**src/rtl/sdram_port_arb_pkg.sv**
```systemverilog
// Shared types and constants for the SDRAM CPU-port arbiter.
package sdram_arb_pkg;

  // Arbiter transaction phases
  typedef enum logic [1:0] {
    IDLE  = 2'd0,
    GUARD = 2'd1,
    WAIT  = 2'd2,
    DONE  = 2'd3
  } arb_state_t;

  // Ceiling log2, used to size client indices and the round-robin pointer
  function automatic int clog2_nclient(input int n);
    int r;
    r = 0;
    for (int i = 0; i < 31; i++) begin
      if ((1 << i) < n) r = i + 1;
    end
    return r;
  endfunction

  // Index/pointer width sized for the largest supported client count (8)
  localparam int PTR_W = clog2_nclient(8);

endpackage

```
**src/rtl/sdram_port_arb_if.sv**
```systemverilog
// Bus bundles around the arbiter: the client-side request/ack bus and the
// controller-side byte port.

// Requesters drive the master side, the arbiter is the slave
interface sdram_arb_client_if #(
  parameter int NCLIENT = 3,
  parameter int AW      = 25
);
  logic [NCLIENT-1:0]    req;
  logic [NCLIENT-1:0]    req_we;
  logic [NCLIENT*AW-1:0] req_addr;
  logic [NCLIENT*8-1:0]  req_din;
  logic [NCLIENT-1:0]    ack;
  logic                  ack_err;
  logic [7:0]            rdata;

  modport master (
    output req, req_we, req_addr, req_din,
    input  ack, ack_err, rdata
  );

  modport slave (
    input  req, req_we, req_addr, req_din,
    output ack, ack_err, rdata
  );
endinterface

// The arbiter drives the master side, the SDRAM controller is the slave
interface sdram_arb_ram_if #(
  parameter int AW = 25
);
  logic [AW-1:0] ram_addr;
  logic [7:0]    ram_din;
  logic          ram_we;
  logic          ram_rd;
  logic [7:0]    ram_dout;
  logic          ram_busy;

  modport master (
    output ram_addr, ram_din, ram_we, ram_rd,
    input  ram_dout, ram_busy
  );

  modport slave (
    input  ram_addr, ram_din, ram_we, ram_rd,
    output ram_dout, ram_busy
  );
endinterface

```
**src/rtl/sdram_port_arb_rr_pick.sv**
```systemverilog
// Combinational round-robin selector: finds the first set request at or after
// the pointer, wrapping. Entry j of req_i stands for client j+1, so the
// pointer and the returned index are client numbers (1..N).
module rr_pick
  import sdram_arb_pkg::*;
#(
  parameter int N = 2
) (
  input  logic [N-1:0]     req_i,
  input  logic [PTR_W-1:0] ptr_i,
  output logic [N-1:0]     grant_o,
  output logic [PTR_W-1:0] idx_o,
  output logic             any_o
);

  // Scan the N entries starting at the pointer and keep the first hit
  always_comb begin
    int base;
    int c;
    grant_o = '0;
    idx_o   = '0;
    any_o   = 1'b0;
    c       = 0;
    base    = (int'(ptr_i) >= 1 && int'(ptr_i) <= N) ? int'(ptr_i) - 1 : 0;
    for (int k = 0; k < N; k++) begin
      c = (base + k) % N;
      if (!any_o && req_i[c]) begin
        any_o      = 1'b1;
        grant_o[c] = 1'b1;
        idx_o      = PTR_W'(c + 1);
      end
    end
  end

endmodule

```
**src/rtl/sdram_port_arb.sv**
```systemverilog
// Shares the SDRAM controller's byte-wide CPU port between NCLIENT requesters.
// Client 0 (Z80) has fixed priority; the rest rotate. Level req/ack handshakes
// become rd/we strobes, completion is seen on ram_busy falling (or never
// rising on a cache hit), and a watchdog aborts a stuck transaction.
module sdram_port_arb
  import sdram_arb_pkg::*;
#(
  parameter int NCLIENT = 3,
  parameter int AW      = 25,
  parameter int TO_W    = 8
) (
  input  logic             clk_i,
  input  logic             init_n_i,
  sdram_arb_client_if.slave cli,
  sdram_arb_ram_if.master   ram,
  output logic             timeout_o,
  output logic             active_o
);

  arb_state_t         state_q, state_d;
  logic [PTR_W-1:0]   ptr_q, ptr_d;
  logic [PTR_W-1:0]   gnt_q, gnt_d;
  logic [TO_W-1:0]    wdog_q, wdog_d;
  logic [AW-1:0]      addr_q, addr_d;
  logic [7:0]         din_q, din_d;
  logic               we_q, we_d;
  logic               rd_q, rd_d;
  logic [NCLIENT-1:0] ack_q, ack_d;
  logic               ack_err_q, ack_err_d;
  logic [7:0]         rdata_q, rdata_d;
  logic               timeout_q, timeout_d;
  logic               active_q, active_d;

  logic [NCLIENT-2:0] rr_grant;
  logic [PTR_W-1:0]   rr_idx;
  logic               rr_any;

  logic [NCLIENT-1:0] win_oh;
  logic [PTR_W-1:0]   win_idx;
  logic               win_any;
  logic               sel_we;
  logic [AW-1:0]      sel_addr;
  logic [7:0]         sel_din;
  logic [NCLIENT-1:0] gnt_oh;

  rr_pick #(
    .N (NCLIENT - 1)
  ) u_rr_pick (
    .req_i   (cli.req[NCLIENT-1:1]),
    .ptr_i   (ptr_q),
    .grant_o (rr_grant),
    .idx_o   (rr_idx),
    .any_o   (rr_any)
  );

  assign win_any = cli.req[0] | rr_any;
  assign win_idx = cli.req[0] ? '0 : rr_idx;
  assign win_oh  = cli.req[0] ? NCLIENT'(1) : {rr_grant, 1'b0};

  // Mux the winning client's direction, address and write data
  always_comb begin
    sel_we   = 1'b0;
    sel_addr = '0;
    sel_din  = '0;
    for (int i = 0; i < NCLIENT; i++) begin
      if (win_oh[i]) begin
        sel_we   = cli.req_we[i];
        sel_addr = cli.req_addr[i*AW +: AW];
        sel_din  = cli.req_din[i*8 +: 8];
      end
    end
  end

  // One-hot form of the stored grant index, for the ack pulse
  always_comb begin
    gnt_oh = '0;
    for (int i = 0; i < NCLIENT; i++) begin
      gnt_oh[i] = (int'(gnt_q) == i);
    end
  end

  // Next-state and registered-output logic for the transaction FSM
  always_comb begin
    state_d   = state_q;
    ptr_d     = ptr_q;
    gnt_d     = gnt_q;
    wdog_d    = wdog_q;
    addr_d    = addr_q;
    din_d     = din_q;
    we_d      = we_q;
    rd_d      = rd_q;
    ack_d     = '0;
    ack_err_d = 1'b0;
    rdata_d   = rdata_q;
    timeout_d = timeout_q;
    active_d  = active_q;

    case (state_q)
      IDLE: begin
        if (win_any) begin
          gnt_d    = win_idx;
          addr_d   = sel_addr;
          din_d    = sel_din;
          we_d     = sel_we;
          rd_d     = ~sel_we;
          active_d = 1'b1;
          state_d  = GUARD;
          if (win_idx != '0) begin
            if (int'(win_idx) >= NCLIENT - 1) ptr_d = PTR_W'(1);
            else                              ptr_d = win_idx + PTR_W'(1);
          end
        end
      end
      GUARD: begin
        wdog_d  = '0;
        state_d = WAIT;
      end
      WAIT: begin
        if (!ram.ram_busy) begin
          if (!we_q) rdata_d = ram.ram_dout;
          we_d    = 1'b0;
          rd_d    = 1'b0;
          ack_d   = gnt_oh;
          state_d = DONE;
        end else if (wdog_q == '1) begin
          we_d      = 1'b0;
          rd_d      = 1'b0;
          ack_d     = gnt_oh;
          ack_err_d = 1'b1;
          timeout_d = 1'b1;
          state_d   = DONE;
        end else begin
          wdog_d = wdog_q + TO_W'(1);
        end
      end
      DONE: begin
        active_d = 1'b0;
        state_d  = IDLE;
      end
      default: state_d = IDLE;
    endcase
  end

  // State and output registers with synchronous active-low reset
  always_ff @(posedge clk_i) begin
    if (!init_n_i) begin
      state_q   <= IDLE;
      ptr_q     <= PTR_W'(1);
      gnt_q     <= '0;
      wdog_q    <= '0;
      addr_q    <= '0;
      din_q     <= '0;
      we_q      <= 1'b0;
      rd_q      <= 1'b0;
      ack_q     <= '0;
      ack_err_q <= 1'b0;
      rdata_q   <= '0;
      timeout_q <= 1'b0;
      active_q  <= 1'b0;
    end else begin
      state_q   <= state_d;
      ptr_q     <= ptr_d;
      gnt_q     <= gnt_d;
      wdog_q    <= wdog_d;
      addr_q    <= addr_d;
      din_q     <= din_d;
      we_q      <= we_d;
      rd_q      <= rd_d;
      ack_q     <= ack_d;
      ack_err_q <= ack_err_d;
      rdata_q   <= rdata_d;
      timeout_q <= timeout_d;
      active_q  <= active_d;
    end
  end

  assign ram.ram_addr = addr_q;
  assign ram.ram_din  = din_q;
  assign ram.ram_we   = we_q;
  assign ram.ram_rd   = rd_q;
  assign cli.ack      = ack_q;
  assign cli.ack_err  = ack_err_q;
  assign cli.rdata    = rdata_q;
  assign timeout_o    = timeout_q;
  assign active_o     = active_q;

endmodule

```
**src/flat_wrapper.sv**
```systemverilog
// flat-port wrapper written by rule: the top's interface ports become plain ports
module sdram_port_arb_flat import sdram_arb_pkg::*;
#(
  parameter int NCLIENT = 3,
  parameter int AW      = 25,
  parameter int TO_W    = 8
)
  (clk_i, init_n_i, timeout_o, active_o, cli_req, cli_req_we, cli_req_addr, cli_req_din, cli_ack, cli_ack_err, cli_rdata, ram_ram_addr, ram_ram_din, ram_ram_we, ram_ram_rd, ram_ram_dout, ram_ram_busy);
  sdram_arb_client_if #(.NCLIENT(NCLIENT), .AW(AW)) cli_i ();
  sdram_arb_ram_if #(.AW(AW)) ram_i ();
  input  logic clk_i;
  input  logic init_n_i;
  output logic timeout_o;
  output logic active_o;
  input wire logic [$bits(cli_i.req)-1:0] cli_req;
  input wire logic [$bits(cli_i.req_we)-1:0] cli_req_we;
  input wire logic [$bits(cli_i.req_addr)-1:0] cli_req_addr;
  input wire logic [$bits(cli_i.req_din)-1:0] cli_req_din;
  output wire logic [$bits(cli_i.ack)-1:0] cli_ack;
  output wire logic [$bits(cli_i.ack_err)-1:0] cli_ack_err;
  output wire logic [$bits(cli_i.rdata)-1:0] cli_rdata;
  output wire logic [$bits(ram_i.ram_addr)-1:0] ram_ram_addr;
  output wire logic [$bits(ram_i.ram_din)-1:0] ram_ram_din;
  output wire logic [$bits(ram_i.ram_we)-1:0] ram_ram_we;
  output wire logic [$bits(ram_i.ram_rd)-1:0] ram_ram_rd;
  input wire logic [$bits(ram_i.ram_dout)-1:0] ram_ram_dout;
  input wire logic [$bits(ram_i.ram_busy)-1:0] ram_ram_busy;
  assign cli_i.req = cli_req;
  assign cli_i.req_we = cli_req_we;
  assign cli_i.req_addr = cli_req_addr;
  assign cli_i.req_din = cli_req_din;
  assign cli_ack = cli_i.ack;
  assign cli_ack_err = cli_i.ack_err;
  assign cli_rdata = cli_i.rdata;
  assign ram_ram_addr = ram_i.ram_addr;
  assign ram_ram_din = ram_i.ram_din;
  assign ram_ram_we = ram_i.ram_we;
  assign ram_ram_rd = ram_i.ram_rd;
  assign ram_i.ram_dout = ram_ram_dout;
  assign ram_i.ram_busy = ram_ram_busy;
  sdram_port_arb #(.NCLIENT(NCLIENT), .AW(AW), .TO_W(TO_W)) u_core (.clk_i(clk_i), .init_n_i(init_n_i), .cli(cli_i), .ram(ram_i), .timeout_o(timeout_o), .active_o(active_o));
endmodule
```
**config.mk**
```make
export PLATFORM = sky130hd
export DESIGN_NAME = sdram_port_arb_flat
export DESIGN_NICKNAME = d
export VERILOG_FILES = /design/src/rtl/sdram_port_arb_pkg.sv /design/src/rtl/sdram_port_arb_if.sv /design/src/rtl/sdram_port_arb_rr_pick.sv /design/src/rtl/sdram_port_arb.sv /design/src/flat_wrapper.sv
export SDC_FILE = /design/constraint.sdc
export NUM_CORES = 1
export LEC_CHECK = 0
export CAP_MARGIN = 25
export CORE_MARGIN = 3
export CORE_UTILIZATION = 40
export DETAILED_ROUTE_END_ITERATION = 12
export PLACE_DENSITY = 0.81
export SYNTH_ARGS = -nofsm -noshare
export SYNTH_HDL_FRONTEND = slang
export SYNTH_SLANG_ARGS = --single-unit
```
**constraint.sdc**
```tcl
create_clock -name clk_i -period 2.6 [get_ports clk_i]
set_input_delay 0.39 -clock clk_i [delete_from_list [all_inputs] [get_ports clk_i]]
set_output_delay 0.39 -clock clk_i [all_outputs]
set_load 0.03 [all_outputs]
```
==> qor.yml, run 1 <==
cts:
  clk_path_buf_depth: 2
  cts_hold_buf: 0
  cts.htree.levels: 3
  cts_setup_buffers: 0
  cts_tree: "built"
  cts_inserted_buffers: 9
  cts_sinks: 65
  post_cts_resized: 0
  clk_pin_slew_ns: 0.07
  clk_latency_ns: 0.34
  cts_root_buf: "clkbuf_8"
sta:
  max_slew_margin_pct: 65.2
  rsz0062_at_grt: "no"
  finalWorstSetupSlack_ns: 0.540
  setup_viol: 0
  fin_skew_ns: 0.00827
  tightest_slew_ns: 0.522
  max_freq_ghz: 0.485
  period_share_pct: 79.2
  fin_setup_tns_ns: 0
  maxSlewViolCount: 0
  min_period_ns: 2.06
  timing.final.hold_violations: 0
global_routing:
  grt_max_degree: 38
  grt_overflow: 0
  grt_pass1_vias: 2988
  groute.usage.overall_pct: 21.3
  antenna_found_initial: 0
  grt_pass1_wl_mm: 14.9
route:
  drtIter0Drc: 169
  wl_mm: 9.98
  wl_per_cell_um: 17.3
  via_per_inst: 5.36
  drc: 0
  ant_nets: 0
  vias: 3095
  dr.pass1.iters: 5
placed_design:
  place_hpwl_mm: 7.52
  io_buffers: 164
  gp_congestion: 0.816
  dpl_worst_slack_ns: 0.228
critical_path:
  crit_type: "register to register"
  crit_fanout: 33
  arrival_ns: 2.33
  start_kind: "register"
  worstSetupEndpointType: "register"
  cp.required_ns: 2.87
pwr:
  vdd_drop_max_v: 0.000427
  total_power_w: 0.00376
  pwr-share-seq_pct: 34.2
  p_sw_w: 0.00135
  swShare_pct: 36.0
  clock_power_share_pct: 23.7
  comb_power_share_pct: 42.1
  power.internal_w: 0.00241
  powerDensity_nw_per_um2: 728
  p_leak_nw: 1.80
yosys:
  yosysSeqAreaShare_pct: 40.4
  synth_area_um2: 3220
  postSynthCellCount: 306
  synth.distinct_cells: 51
  synth_ff_type: "dfxtp_1"
  syn_nets: 430
  yosys_warnings: 0
  syn-mean-instance-area_um2: 10.5
  synth_edf_count: 0
  async_reset_ff_share_pct: 0
  ys_seq_elements: 65
job:
  drv_cap: 0
floorplanning:
  dieArea_um2: 9160
  ios: 165
  rows: 32
  coreArea_um2: 7770
  start_util_pct: 41.4
  die_h_um: 95.7
  die_w_um: 95.7
cells_and_area:
  final_nets: 594
  drive_gt1_share_pct: 20.4
  num_antenna_cells: 0
  fill_cells: 650
  mostFrequentLayoutCell: "clkdlybuf4s50_1"
  area_growth_pct: 60.4
  final_cell_mix: "clkdlybuf4s50_1, dfxtp_1, a22oi_1"
hold_path:
  hp-class: "register to register"
status:
  outcome: "completed"
[final timing paths]
path | startpoint | to | slack (ns) | cells after the start
hold reg to reg | u_core.timeout_o | u_core.timeout_o | 0.47 | 1
setup reg to reg | u_core.state_q[0] | u_core.ram.ram_addr[24] | 0.54 | 7
hold / removal | u_core.timeout_o | u_core.timeout_o | 0.47 | 1
setup / recovery | u_core.state_q[0] | u_core.ram.ram_addr[24] | 0.54 | 7
[registers in the layout, summed over array words and instances (netlist names)]
| name | count |
|---|---|
| u_core.ram.ram_addr | 25 |
| u_core.gnt_q | 3 |
| u_core.ram.ram_din | 8 |
| u_core.ram.ram_rd | 1 |
| u_core.cli.ack | 3 |
| u_core.cli.rdata | 8 |
| u_core.ptr_q | 3 |
| u_core.active_o | 1 |
| u_core.ram.ram_we | 1 |
| u_core.cli.ack_err | 1 |
| u_core.state_q | 2 |
| u_core.wdog_q | 8 |
| u_core.timeout_o | 1 |
[logic make-up (layout without fill, tap and decap cells)]
kind of cell / Yosys count / in the layout / share of synthesized area (%)
AO/OA/AOI/OAI: 131 / 131 / 37.2
AND/OR/NAND/NOR: 58 / 58 / 9.29
XOR/XNOR: 2 / 2 / 0.544
buffers and inverters: 29 / 198 / 5.36
flip-flops: 65 / 65 / 40.4
multiplexers: 13 / 13 / 4.08
adder cells (fa/ha/maj): 8 / 8 / 3.11
[cell type report]
type                    count  area [um2]  share of cell area (%)
clock buffers              14         173                    3.34
inverters                   7        26.3                   0.509
flip-flops and latches     65        1300                    25.2
well taps                 102         128                    2.47
repair buffers            175        1740                    33.8
multi-input cells         212        1760                    34.0
clock inverters             2        35.0                   0.678
[synth_stat cells (2+ instances only)]
cell type,number,share of area [%]
o21ai_2,30,8.2
nand4_1,3,0.58
mux2i_1,12,3.7
nand3_1,5,0.78
o21ai_1,5,0.78
inv_2,2,0.23
nand2b_1,2,0.39
o21a_1,3,0.70
o211ai_1,3,0.70
buf_6,4,1.4
buf_4,7,1.6
o22ai_1,2,0.39
a22oi_2,30,12
nor3_1,3,0.47
or3_1,2,0.39
ha_1,8,3.1
nor3b_1,3,0.70
clkbuf_1,5,0.58
xor2_1,2,0.54
and3_1,2,0.39
a21oi_1,4,0.62
nand2_1,12,1.4
dfxtp_1,65,40
inv_1,4,0.47
or4_1,2,0.47
o21ai_0,2,0.31
nor2_1,16,1.9
a22oi_1,37,8.6
buf_2,6,0.93
nor2b_1,4,0.78
[worst max-delay path, stage by stage (launching register included)]
cell and delay, ns:
dfxtp_1 0.35, inv_1 0.10, ha_1 0.36, o311ai_2 0.25, a211oi_4 0.21, buf_4 0.47
a22oi_1 0.12, o21ai_1 0.11
[power by group through the flow]
stage                     Combinational, W  Sequential (W)  Clock, W
after global routing               0.00169         0.00131  0.000974
after floorplan                   0.000666         0.00158         0
final                              0.00159         0.00129  0.000892
after CTS                          0.00160         0.00129  0.000916
after detailed placement           0.00159         0.00131         0
after global placement             0.00156         0.00130         0
[routing by layer]
metal	track usage [%]	wire length [um]	up-vias
li1	-	-	1501
met4	7.82	181	0
met3	6.41	991	14
met2	37.3	4970	120
met5	0	0	-
met1	24.2	3840	1460
[stage by stage]
step	hold slack (ns)	util [%]	instances	area [um2]
global placement	0.454	63.8	561	4960
floorplan	0.433	-	306	3220
global route	0.508	66.5	577	5160
detailed placement	0.460	63.8	561	4960
finish	0.472	66.5	577	5160
CTS	0.479	66.5	577	5160
No activity file was read; power rests on OpenSTA's default activity.
==> inputs of run 2 (changes only) <==
- clock period: 2.6 -> 1.93 ns (I/O delays scaled with it)
==> qor.yml, run 2 (same netlist as run 1, synthesis figures left out) <==
status:
  outcome: "completed"
critical_path:
  arrival_ns: 2.07
  worst-path-buf-inv: 1
  slowest_delay_ns: 0.42
  slowest_stage: "or3b_4"
  crit_family: "simple AND/OR/NAND/NOR gates"
  worstSetupEndpointType: "register"
  crit_type: "register to register"
  crit_fanout: 4
  path_cells: "or3b_4 -> a21o_1 -> ha_1 -> nor2_4 -> buf_4 -> nand3_1 -> o22ai_1"
  start_kind: "register"
  cp.required_ns: 2.19
route:
  vias: 3150
  drtIter0Drc: 89
  dr.pass1.iters: 4
  via_per_inst: 5.29
  wl_mm: 10.2
  ant_nets: 0
  drc: 0
  wl_per_cell_um: 17.0
floorplanning:
  dieArea_um2: 9160
  start_util_pct: 41.4
  ios: 165
  die_h_um: 95.7
  coreArea_um2: 7770
  rows: 32
  die_w_um: 95.7
global_routing:
  antenna_found_initial: 1
  grt_max_degree: 38
  grt_overflow: 0
  groute.usage.overall_pct: 21.2
  grt_pass1_wl_mm: 15.1
  grt_pass1_vias: 3109
cts:
  clk_pin_slew_ns: 0.07
  cts_sinks: 65
  clk_path_buf_depth: 2
  cts.htree.levels: 3
  cts_inserted_buffers: 9
  cts_tree: "built"
  clk_latency_ns: 0.33
  cts_root_buf: "clkbuf_8"
sta:
  timing.final.hold_violations: 0
  hold-worst-slack_ns: 0.470
  period_share_pct: 93.6
  maxSlewViolCount: 0
  rsz0062_at_grt: "no"
  fin_skew_ns: 0.00748
  setup_viol: 0
  tightest_slew_ns: 0.393
  min_period_ns: 1.81
  max_freq_ghz: 0.554
  max_slew_margin_pct: 73.8
cells_and_area:
  largest_register_ff_count: 25
  drive_gt1_share_pct: 24.5
  fill_cells: 616
  num_antenna_cells: 0
  mostFrequentLayoutCell: "clkdlybuf4s50_1"
  area_growth_pct: 67.1
  fin_cells: 596
  final_nets: 613
  final_cell_mix: "clkdlybuf4s50_1, dfxtp_1, a22oi_1"
placed_design:
  io_buffers: 164
  dp_cells: 580
  place_hpwl_mm: 7.75
  gp_congestion: 0.779
pwr:
  vdd_drop_max_v: 0.000535
  powerDensity_nw_per_um2: 1000
  p_leak_nw: 1.91
job:
  drv_cap: 0
hold_path:
  hp-class: "register to register"
## run 2: changes by cell type in the layout (fill, tap and decap cells not counted), sizes merged
cell      before  now
clkinv         2    3
clkbuf        14   11
bufinv         1    2
clkinvlp       0    1
buf           12   31
## run 2: layout make-up
type                       count  area [um2]  area share, %
timing repair buffer         194        1920           35.8
sequential                    65        1300           24.2
inverter                       7        26.3          0.488
multi-input combinational    212        1770           32.9
clock buffer                  11         151           2.81
tap                          102         128           2.37
clock inverter                 5        77.6           1.44
## run 2: what timing repair did
item,CTS,global route
endpoints found under the setup margin,0,9
gates resized for setup,0,4
setup buffers,0,0
hold buffers,0,0
## run 2: worst paths after layout
path                        start                 to  slack (ns)  depth (start not counted)
hold reg to reg   u_core.gnt_q[0]  u_core.cli.ack[2]        0.47                          1
setup reg to reg  u_core.ptr_q[1]    u_core.ptr_q[2]        0.12                          7
setup / recovery  u_core.ptr_q[1]    u_core.ptr_q[2]        0.12                          7
hold / removal    u_core.gnt_q[0]  u_core.cli.ack[2]        0.47                          1
## run 2: stage by stage
stage	total power, W	cell area, um2	util, %	TNS [ns]	setup slack [ns]
final	0.00540	5380	69.2	0	0.124
after global routing	0.00566	5380	69.2	0	0.0141
after CTS	0.00543	5370	69.1	0	0.0221
after detailed placement	0.00410	5140	66.1	-1.91	-0.204
after global placement	0.00405	5140	66.1	-0.345	-0.0893
after floorplan	0.00302	3220	-	0	0.148
## run 2: where the power goes
group	internal, W	total (W)	switching (W)
Clock	0.000794	0.00131	0.000518
Combinational	0.00115	0.00236	0.00122
Sequential	0.00157	0.00173	0.000157
## run 2: layer usage
layer | vias up | part of all wire, % | global-route usage (%)
li1 | 1536 | - | -
met1 | 1474 | 38 | 24.3
met2 | 125 | 50 | 37.7
met3 | 13 | 10 | 6.33
met4 | 2 | 1.3 | 6.87
met5 | - | 0.13 | 0
